### src/rtl/shared_bus_pkg.sv
// Shared definitions for the tri-state bus read master: FSM encoding, select level, limits.
package shared_bus_pkg;

  typedef enum logic [1:0] {
    StIdle = 2'd0,
    StSel  = 2'd1,
    StTurn = 2'd2,
    StResp = 2'd3
  } state_e;

  // A chip select at this level leaves the source's bus driver in Hi-Z.
  localparam logic CsReleased = 1'b1;

  localparam int unsigned MaxSettleCycles = 15;
  localparam int unsigned CntW            = 4;

endpackage

### src/rtl/bus_cs_decoder.sv
// Index-to-active-low chip-select decoder; all selects released when disabled or out of range.
module bus_cs_decoder
  import shared_bus_pkg::*;
#(
  parameter int unsigned NrOfSources = 4,
  parameter int unsigned AddrBits    = 2
) (
  input  logic [AddrBits-1:0]    idx_i,
  input  logic                   en_i,
  output logic [NrOfSources-1:0] cs_o
);

  always_comb begin
    cs_o = {NrOfSources{CsReleased}};
    for (int unsigned i = 0; i < NrOfSources; i++) begin
      if (en_i && (idx_i == AddrBits'(i))) begin
        cs_o[i] = ~CsReleased;
      end
    end
  end

endmodule

### src/rtl/shared_bus_reader.sv
// Read master for the shared tri-state bus: select a source, settle, sample, turn around, respond.
module shared_bus_reader
  import shared_bus_pkg::*;
#(
  parameter int unsigned NrOfBits     = 32,
  parameter int unsigned NrOfSources  = 4,
  parameter int unsigned AddrBits     = 2,
  parameter int unsigned SettleCycles = 1
) (
  input  logic                   clk_i,
  input  logic                   rst_ni,
  input  logic                   clock_enable_i,
  input  logic                   tick_i,
  input  logic                   req_valid_i,
  input  logic [AddrBits-1:0]    req_addr_i,
  output logic                   req_ready_o,
  input  logic [NrOfBits-1:0]    bus_i,
  output logic [NrOfSources-1:0] cs_o,
  output logic                   rsp_valid_o,
  output logic [NrOfBits-1:0]    rsp_data_o,
  output logic                   rsp_err_o,
  input  logic                   rsp_ready_i
);

  state_e                 state_q, state_d;
  logic [CntW-1:0]        cnt_q, cnt_d;
  logic [AddrBits-1:0]    addr_q, addr_d;
  logic [NrOfSources-1:0] cs_q, cs_d, dec_cs;
  logic [NrOfBits-1:0]    data_q, data_d;
  logic                   err_q, err_d;
  logic                   valid_q, valid_d;
  logic [AddrBits-1:0]    dec_idx;
  logic                   dec_en;
  logic                   en;
  logic                   in_range;
  logic                   last_settle;

  assign en          = clock_enable_i & tick_i;
  assign in_range    = 32'(req_addr_i) < NrOfSources;
  assign last_settle = (cnt_q == CntW'(1));

  always_ff @(posedge clk_i) begin
    if (!rst_ni) begin
      state_q <= StIdle;
      cnt_q   <= '0;
      addr_q  <= '0;
      cs_q    <= {NrOfSources{CsReleased}};
      data_q  <= '0;
      err_q   <= 1'b0;
      valid_q <= 1'b0;
    end else begin
      state_q <= state_d;
      cnt_q   <= cnt_d;
      addr_q  <= addr_d;
      cs_q    <= cs_d;
      data_q  <= data_d;
      err_q   <= err_d;
      valid_q <= valid_d;
    end
  end

  always_comb begin
    state_d = state_q;
    if (en) begin
      unique case (state_q)
        StIdle:  if (req_valid_i) state_d = in_range ? StSel : StTurn;
        StSel:   if (last_settle) state_d = StTurn;
        StTurn:  state_d = StResp;
        StResp:  if (rsp_ready_i) state_d = StIdle;
        default: state_d = StIdle;
      endcase
    end
  end

  // Select stays driven while in SEL until the sampling edge; every other path releases it.
  assign dec_idx = (state_q == StIdle) ? req_addr_i : addr_q;
  assign dec_en  = ((state_q == StIdle) && req_valid_i) || ((state_q == StSel) && !last_settle);

  bus_cs_decoder #(
    .NrOfSources(NrOfSources),
    .AddrBits   (AddrBits)
  ) u_cs_decoder (
    .idx_i(dec_idx),
    .en_i (dec_en),
    .cs_o (dec_cs)
  );

  always_comb begin
    cnt_d   = cnt_q;
    addr_d  = addr_q;
    data_d  = data_q;
    err_d   = err_q;
    valid_d = valid_q;
    cs_d    = en ? dec_cs : cs_q;
    if (en) begin
      unique case (state_q)
        StIdle: begin
          if (req_valid_i) begin
            addr_d = req_addr_i;
            cnt_d  = CntW'(SettleCycles);
            if (!in_range) begin
              err_d  = 1'b1;
              data_d = '0;
            end
          end
        end
        StSel: begin
          cnt_d = cnt_q - CntW'(1);
          if (last_settle) begin
            data_d = bus_i;
            err_d  = 1'b0;
          end
        end
        StTurn:  valid_d = 1'b1;
        StResp:  if (rsp_ready_i) valid_d = 1'b0;
        default: ;
      endcase
    end
  end

  assign req_ready_o = (state_q == StIdle) & rst_ni;
  assign cs_o        = cs_q;
  assign rsp_valid_o = valid_q;
  assign rsp_data_o  = data_q;
  assign rsp_err_o   = err_q;

endmodule
### config.mk
export PLATFORM = sky130hd
export DESIGN_NAME = shared_bus_reader
export DESIGN_NICKNAME = d
export VERILOG_FILES = /design/src/rtl/shared_bus_pkg.sv /design/src/rtl/bus_cs_decoder.sv /design/src/rtl/shared_bus_reader.sv
export SDC_FILE = /design/constraint.sdc
export NUM_CORES = 1
export LEC_CHECK = 0
export CAP_MARGIN = 15
export CORE_UTILIZATION = 25
export CTS_BUF_LIST = sky130_fd_sc_hd__clkbuf_2
export CTS_CLUSTER_DIAMETER = 150
export DETAILED_ROUTE_END_ITERATION = 8
export DONT_BUFFER_PORTS = 1
export SLEW_MARGIN = 5
export SYNTH_ARGS = -nofsm -noshare
export SYNTH_HDL_FRONTEND = slang
export SYNTH_SLANG_ARGS = --single-unit
export TNS_END_PERCENT = 30
### constraint.sdc
create_clock -name clk_i -period 3.5 [get_ports clk_i]
set_input_delay 0.7 -clock clk_i [delete_from_list [all_inputs] [get_ports clk_i]]
set_output_delay 0.7 -clock clk_i [all_outputs]
set_load 0.01 [all_outputs]
## Word-level counts from Yosys, hierarchy flattened

Cells that the tools add are included.

| cells by class | value |
|---|---|
| order comparisons | 0 |
| multipliers | 0 |
| shift operators | 0 |
| divide/modulo/power cells | 0 |
| eq/ne operators | 10 |
| reduce and logical (&&, ||, !) cells | 17 |
| add/subtract/negate cells | 1 |
| bitwise operators | 2 |
| multiplexer cells | 13 |

Operator list:

| operator | number |
|---|---|
| 3-bit AND reduction | 4 |
| 2-bit == test, second input constant | 4 |
| 2-bit two-way mux | 4 |
| 2-bit case mux with 4 select lines | 1 |
| 4-bit case mux with 2 select lines | 1 |
| 1-bit logical AND | 6 |
| 2-bit != test, second input constant | 3 |
| 1-bit two-way mux | 5 |
| 2-bit by 1-bit == test with 1-bit output, second input constant | 2 |
| 4-bit by 1-bit == test with 1-bit output, second input constant | 1 |
| 2-bit logical NOT | 2 |
| 4-bit two-way mux | 1 |
| 4-bit AND reduction | 1 |
| 2-bit nonzero test | 2 |
| 4-bit by 1-bit subtractor with 4-bit output, second input constant | 1 |
| 1-bit AND | 2 |
| 1-bit case mux with 2 select lines | 1 |
| 1-bit logical NOT | 1 |
| 1-bit logical OR | 1 |

| storage, ports and cells | value |
|---|---|
| bits in latches | 0 |
| bits of input ports | 40 |
| word-level logic and storage cells | 49 |
| output and inout port bits | 39 |
| memories | 0 |
| bits in read-only memories | 0 |
| flip-flop bits (word level) | 45 |
| RAM bits | 0 |

## Depth between registers and ports, before layout

Gate-level depths: netlist of the first run.

| logic depth | value |
|---|---|
| depth in word-level cells | 6 |
| gate-level depth with buffers | 7 |
| depth with buffers taken out | 5 |

## Modules after synthesis

Synthesis of the first run repeated with hierarchy kept, for this count alone.

| second synthesis, totals | value |
|---|---|
| cells, all modules | 234 |
| area, all modules | 1931.9 sq um |

By module, submodules not included:

| module | cells each | area each (sq um) | instances | seq. area each (sq um) |
|---|---|---|---|---|
| shared_bus_reader | 230 | 1903.1 | 1 | 900.9 |
| bus_cs_decoder | 4 | 28.8 | 1 | 0.0 |

## Worst setup path after synthesis of the first run

Ideal clock, no wire load.

| path | value |
|---|---|
| path kind | register to register |
| from | register cnt_q[1] |
| to | register state_q[0] |
| buffers on the path | 1 |
| arrival | 1.662 ns |
| required time | 3.414 ns |
| clock period less this slack | 1.749 ns |
| path slack | 1.751 ns |
| library setup time | 0.086 ns |
| cell stages (with the launch flop) | 7 |
| cell sequence | dfxtp_1 inv_1 ha_1 or3b_1 buf_2 a2111o_1 a221oi_2 |

| between the ends | value |
|---|---|
| cells in the longest elaborated chain, start to end | 3 |

RTL lines:

| item | RTL line | text |
|---|---|---|
| start: declaration | shared_bus_reader.sv:26 | `logic [CntW-1:0] cnt_q, cnt_d;` |
| start signal: assignment | shared_bus_reader.sv:53 | `cnt_q <= cnt_d;` |
| 4-bit by 1-bit == test with 1-bit output | shared_bus_reader.sv:40 | `assign last_settle = (cnt_q == CntW'(1));` |
| 2-bit != test (no line) | n/a |  |
| 4-bit AND reduction (no line) | n/a |  |
| end signal: assignment | shared_bus_reader.sv:44 | `state_q <= StIdle;` |
| end signal: assignment | shared_bus_reader.sv:52 | `state_q <= state_d;` |
| end: declaration | shared_bus_reader.sv:25 | `state_e state_q, state_d;` |

No other way between the ends.
A chain may end at the register's enable or synchronous reset.

## Worst setup path after layout of the first run

| path | value |
|---|---|
| from | register state_q[0] |
| to | output req_ready_o |

| between the ends | value |
|---|---|
| cells in the longest elaborated chain, start to end | 2 |

RTL lines:

| item | RTL line | text |
|---|---|---|
| 2-bit logical NOT | shared_bus_reader.sv:121 | `assign req_ready_o = (state_q == StIdle) & rst_ni;` |
| 1-bit AND | shared_bus_reader.sv:121 |  |
| end: declaration | shared_bus_reader.sv:16 | `output logic req_ready_o,` |

No other way between the ends.

==> reports/metrics.cfg, run 1 <==
[pwr]
powerDensity_mw_per_mm2 = 389
power.total_w = 0.000818
ir_drop_mv = 0.112
leakage_nw = 0.683

[cells_and_area]
drive_gt1_share_pct = 5.63
layout.area.seq_sq_um = 901
area_delta_synth_final_pct = 6.40
layout_common_cells = dfxtp_1, nand3_1, a21oi_1
final_common_cell = dfxtp_1
nets = 278
diodes = 0
multi_input_area_sq_um = 980
fillers = 847

[clock_tree]
numCtsBuffers = 5
cts_tree = yes
cts-hold-fix-buffers = 0
worstSkewPairLatency_ps = 400
path_clk_slew_ps = 220
htree_num_levels = 2
clockBufferDepth = 2
root_buffer = clkbuf_2
cts_resized = 0
cts_sinks = 45
cts_setup_buffers = 0

[logic_synthesis]
netlist_area_sq_mm = 0.00197
yosys_warnings = 0
synth.distinct_cells = 35
ys_ff_latch = 45
syn_nets = 286
syn_inst = 239
yosysSeqAreaShare_pct = 45.6
syn_avg_cell_area_sq_um = 8.26

[placed_design]
dp_hpwl_um = 3440
place.gp.congestion = 0.805
io_buffers = 0

[grt]
grt_first_pass_wirelength_um = 8380
grt_pass1_vias = 1706
antenna_found_initial = 0
gr-usage-all-layers_pct = 12.7
grt_overflow = 0
grt_max_degree = 35

[worst_setup_path]
worstSetupPathType = reg2out
critPathMaxStageDelay_ps = 420
crit_fanout = 4
crit_chain = inv_1 > ha_1 > and2_1
worstPathRequired_ps = 2800
endpoint_kind = output port
crit_buf_inv = 1
crit_slowest_cell = dfxtp_1
crit_path_start_kind = register
worstPathArrival_ps = 1360
rrSetupSlack_ps = 1590
cpLargestDelayFamily = flip-flops

[timing]
timing.hold.ws_ps = 396
rsz0062_at_grt = false
slew_viol_final = 0
finalCritPeriodShare_pct = 58.9
fmax_mhz = 485
finClkSkew_ps = 19.5
hold_viol = 0
fin_crit_ps = 2060
fin_tns_setup_ps = 0
setup_viol = 0

[floorplanning]
coreArea_sq_mm = 0.00769
die_x_um = 90.9
initial_utilization_pct = 25.7
rows = 32
die_area_sq_mm = 0.00826
io_pins = 79
fp.dieH_um = 90.9

[drt]
vias_per_cell = 5.26
num_vias = 1751
final_antenna_net_count = 0
drtIter0Drc = 74
wl_um = 5210
wl_per_cell_um = 15.6
drc = 0
dr.pass1.iters = 4

[hold_path]
hp-class = in2reg

[status]
outcome = finished, final reports clean

[job]
max_cap_viol_count = 0

==> synthesized netlist by cell type <==
master	n	share of area, %
dfxtp_1	45	46
nand3_1	36	9.1
a21oi_1	35	8.9
o21ai_1	33	8.4
clkbuf_1	15	2.9
ha_1	7	4.4
nor2_1	6	1.1
o21ai_0	6	1.5
a31oi_1	5	1.6
inv_1	5	0.95
nand2_1	5	0.95
nor3_1	5	1.3
mux2i_1	4	2.0
buf_1	3	0.57
nand2b_1	3	0.95
nand3b_1	3	1.1
and2_1	2	0.63
and3_1	2	0.63
nor2b_1	2	0.63
or3_1	2	0.63
a2111o_1	1	0.57
a21boi_1	1	0.38
a21o_1	1	0.38
a221oi_2	1	0.76
a22o_1	1	0.44
buf_2	1	0.25
buf_4	1	0.38
conb_1	1	0.19
nand4_1	1	0.32
nor3b_1	1	0.38
nor4b_1	1	0.44
o21a_1	1	0.38
o31ai_1	1	0.38
or3b_1	1	0.44
or4_1	1	0.38
==> power by group <==
part	total [W]	switching [W]	leakage (nW)	internal, W
clock network	0.000211	0.000168	0.0225	0.0000430
registers	0.000528	0.00000728	0.363	0.000520
logic	0.0000797	0.0000549	0.298	0.0000248
total	0.000818	0.000230	0.683	0.000588
==> path summary, 6_finish.rpt <==
kind,cells past startpoint,endpoint,startpoint
worst max-delay path,3,req_ready_o,state_q[0]$_SDFFE_PN0P_
worst min-delay path,1,rsp_valid_o$_SDFFE_PN0P_,rst_ni
worst max register to register,5,cnt_q[3]$_SDFFE_PN0P_,state_q[0]$_SDFFE_PN0P_
worst min register to register,2,cnt_q[1]$_SDFFE_PN0P_,cnt_q[1]$_SDFFE_PN0P_
==> logic make-up (layout without fill, tap and decap cells) <==
family / Yosys count / count (layout) / share of synthesized area (%)
flops: 45 / 45 / 45.6
compound gates: 86 / 86 / 23.6
fa+ha+maj: 7 / 7 / 4.44
other cells: 1 / 1 / 0.190
mux: 4 / 4 / 2.03
simple gates: 71 / 71 / 19.1
buf+inv: 25 / 17 / 5.01
==> worst reg2reg max path, delay by kind of cell (launching register included) <==
kind	cells	cell delay [ps]
multiplexers	1	240
adder cells (fa/ha/maj)	1	450
AND/OR/NAND/NOR	1	500
AO/OA/AOI/OAI	1	150
flip-flops	1	380
buffers and inverters	1	140
==> layout make-up <==
| type | count | share of cell area, % |
|---|---|---|
| inverters | 5 | 0.893 |
| flip-flops and latches | 45 | 42.9 |
| repair buffers | 5 | 1.79 |
| multi-input cells | 169 | 46.6 |
| well taps | 102 | 6.08 |
| clock inverters | 2 | 0.536 |
| clock buffers | 5 | 1.19 |
==> per-stage QoR <==
step                instance area (sq um)  instances  setup WS (ps)  utilization (%)
detailed placement                   2060        326           1640             26.9
CTS                                  2100        333           1390             27.3
floorplan                            1970        239           1750                -
global placement                     2060        326           1680             26.9
global route                         2100        333           1310             27.3
finish                               2100        333           1440             27.3
==> state kept, by name (all words and copies together), names as in the netlist <==
register	flops
rsp_valid_o	1
addr_q	2
state_q	2
cnt_q	4
cs_o	4
rsp_data_o	32
==> routing by layer <==
layer,share of wire [%],vias up,GRT usage (%)
met5,0,-,0
met2,47,77,20.7
met4,1.4,0,4.10
met1,43,827,15.2
met3,8.7,8,5.05
li1,-,839,-
No activity file was read; power rests on OpenSTA's default activity.
==> inputs of run 2 (changes only) <==
==> constraint.sdc (replaced) <==
create_clock -name clk_i -period 1.95 [get_ports clk_i]
set_input_delay 0.39 -clock clk_i [delete_from_list [all_inputs] [get_ports clk_i]]
set_output_delay 0.39 -clock clk_i [all_outputs]
set_load 0.01 [all_outputs]
==> run 2 against run 1 <==
Clock skew grew 6.8 ps. Wire length shrank 3.0%. Cell count grew 0.90%. Global-route usage shrank 0.12 points. Die area is the same. Clock power grew 81%. Final area grew 1.4%. Register-to-register slack lost 1400 ps. Flip-flop and latch count is the same. Total power grew 80%. Utilization grew 0.37 points. Critical path depth grew 2. Critical path type is now reg2reg.
==> reports/metrics.cfg, run 2 (synthesis gave the netlist of run 1 again) <==
[cells_and_area]
nets = 280  ; was 278
final_common_cell = dfxtp_1  ; unchanged
final_area_sq_mm = 0.00213  ; was 0.00210 sq mm
largest_reg_flops = 32  ; unchanged
drive_gt1_share_pct = 6.41  ; was 5.63%
utilization_pct = 27.7  ; was 27.3%
layout.area.seq_sq_um = 901  ; unchanged
fillers = 856  ; was 847
area_delta_synth_final_pct = 7.86  ; was 6.40%
multi_input_area_sq_um = 980  ; unchanged
final_cells = 336  ; was 333
layout_common_cells = dfxtp_1, nand3_1, a21oi_1  ; unchanged
diodes = 0  ; unchanged

[grt]
antenna_found_initial = 0  ; unchanged
grt_pass1_vias = 1690  ; was 1706
grt_first_pass_wirelength_um = 8360  ; was 8380 um
grt_overflow = 0  ; unchanged
grt_max_degree = 35  ; unchanged
gr-usage-all-layers_pct = 12.6  ; was 12.7%

[worst_setup_path]
critPathMaxStageDelay_ps = 470  ; was 420 ps
reg2reg_to = state_q[0]$_SDFFE_PN0P_  ; was cnt_q[3]$_SDFFE_PN0P_
worstPathRequired_ps = 2300  ; was 2800 ps
crit_buf_inv = 1  ; unchanged
reg2reg_depth = 5  ; unchanged
worstSetupPathType = reg2reg  ; was reg2out
crit_fanout = 3  ; was 4
r2r-start = cnt_q[1]$_SDFFE_PN0P_  ; was state_q[0]$_SDFFE_PN0P_
rrSetupSlack_ps = 180  ; was 1590 ps
crit_slowest_cell = a2111o_1  ; was dfxtp_1
crit_chain = inv_1 > ha_1 > or3b_1 > a2111o_1 > a221oi_2  ; was inv_1 > ha_1 > and2_1
cpLargestDelayFamily = compound AO/OA/AOI/OAI gates  ; was flip-flops
worstPathArrival_ps = 2120  ; was 1360 ps
crit_path_start_kind = register  ; unchanged
endpoint_kind = register  ; was output port

[drt]
final_antenna_net_count = 0  ; unchanged
vias_per_cell = 5.12  ; was 5.26
drc = 0  ; unchanged
drtIter0Drc = 36  ; was 74
wl_um = 5050  ; was 5210 um
num_vias = 1720  ; was 1751
dr.pass1.iters = 4  ; unchanged
wl_per_cell_um = 15.0  ; was 15.6 um

[clock_tree]
cts_tree = yes  ; unchanged
cts_sinks = 45  ; unchanged
clockBufferDepth = 2  ; unchanged
root_buffer = clkbuf_2  ; unchanged
cts-hold-fix-buffers = 0  ; unchanged
worstSkewPairLatency_ps = 400  ; about the same
cts_setup_buffers = 0  ; unchanged
cts_resized = 0  ; unchanged
path_clk_slew_ps = 240  ; was 220 ps
numCtsBuffers = 5  ; unchanged
htree_num_levels = 2  ; unchanged

[placed_design]
dp_hpwl_um = 3400  ; was 3440 um
post-place-cells = 328  ; was 326
io_buffers = 0  ; unchanged
place.gp.congestion = 0.727  ; was 0.805
dp_slack_ps = 225  ; was 1640 ps
dpl_cell_area_sq_mm = 0.00209  ; was 0.00206 sq mm

[timing]
slew_viol_final = 0  ; unchanged
setup_slack_ps = 176  ; was 1440 ps
fin_tns_setup_ps = 0  ; unchanged
rsz0062_at_grt = false  ; unchanged
finalCritPeriodShare_pct = 91.0
hold_viol = 0  ; unchanged
fmax_mhz = 564
setup_viol = 0  ; unchanged
finClkSkew_ps = 26.3  ; was 19.5 ps
fin_crit_ps = 1770

[pwr]
sw_frac_of_total_pct = 28.0  ; was 28.1%
ir_drop_mv = 0.271  ; was 0.112 mV
power_frac_comb_pct = 9.9  ; was 9.7%
powerDensity_mw_per_mm2 = 692  ; was 389 mW/mm^2
leakage_nw = 0.701  ; was 0.683 nW
clock_power_share_pct = 25.8  ; was 25.7%
seq_power_share_pct = 64.2  ; was 64.5%
switching_power_w = 0.000413  ; was 0.000230 W
p_int_w = 0.00106  ; was 0.000588 W

[floorplanning]
coreArea_sq_mm = 0.00769  ; unchanged
fp.dieH_um = 90.9  ; unchanged
die_area_sq_mm = 0.00826  ; unchanged
die_x_um = 90.9  ; unchanged
rows = 32  ; unchanged
io_pins = 79  ; unchanged
initial_utilization_pct = 25.7  ; unchanged

[hold_path]
hold_depth = 1  ; unchanged
whs_endpoint = rsp_valid_o$_SDFFE_PN0P_  ; unchanged
min_from = rst_ni  ; unchanged
hp-class = in2reg  ; unchanged

[status]
outcome = finished, final reports clean  ; unchanged

[job]
max_cap_viol_count = 0  ; unchanged

[run 2: cell types whose count changed in the layout (fill, tap and decap cells not counted)]
cell,change
clkinv_1,+1
buf_4,+1
clkinv_2,+1
buf_12,+1
clkinvlp_4,-1
[run 2: worst max path at each step]
stage                            startpoint                 endpoint  depth (start not counted)
floorplan             cnt_q[1]$_SDFFE_PN0P_  state_q[0]$_SDFFE_PN0P_                          6
global placement      cnt_q[1]$_SDFFE_PN0P_  state_q[0]$_SDFFE_PN0P_                          5
detailed placement    cnt_q[0]$_SDFFE_PN0P_  state_q[0]$_SDFFE_PN0P_                          4
CTS                 state_q[0]$_SDFFE_PN0P_              req_ready_o                          3
global route          cnt_q[1]$_SDFFE_PN0P_  state_q[0]$_SDFFE_PN0P_                          5
finish                cnt_q[1]$_SDFFE_PN0P_  state_q[0]$_SDFFE_PN0P_                          5
[run 2: routing by layer]
layer,vias up,share of wire (%),GRT usage (%)
met5,-,0,0
met4,0,0.55,2.78
met3,4,8.5,4.71
met2,66,47,21.6
met1,807,44,14.8
li1,843,-,-
[run 2: power by group through the flow]
stage | Clock, W | Combinational, W | Sequential (W)
global placement | 0 | 0.000147 | 0.000964
CTS | 0.000415 | 0.000147 | 0.000948
finish | 0.000381 | 0.000147 | 0.000947
floorplan | 0 | 0.000113 | 0.000961
global route | 0.000442 | 0.000166 | 0.000951
detailed placement | 0 | 0.000147 | 0.000965
[run 2: final cells by class]
type	instances	area share, %
sequential	45	42.3
clock inverter	3	0.588
inverter	5	0.881
tap	102	5.99
multi-input combinational	169	46.0
timing repair buffer	7	3.06
clock buffer	5	1.18
[run 2: per-stage QoR]
stage,total power [W],hold slack [ps]
6_report,0.00147,69.0
5_1_grt,0.00156,26.9
4_1_cts,0.00151,35.4
3_5_place_dp,0.00111,493
3_3_place_gp,0.00111,481
2_1_floorplan,0.00107,457
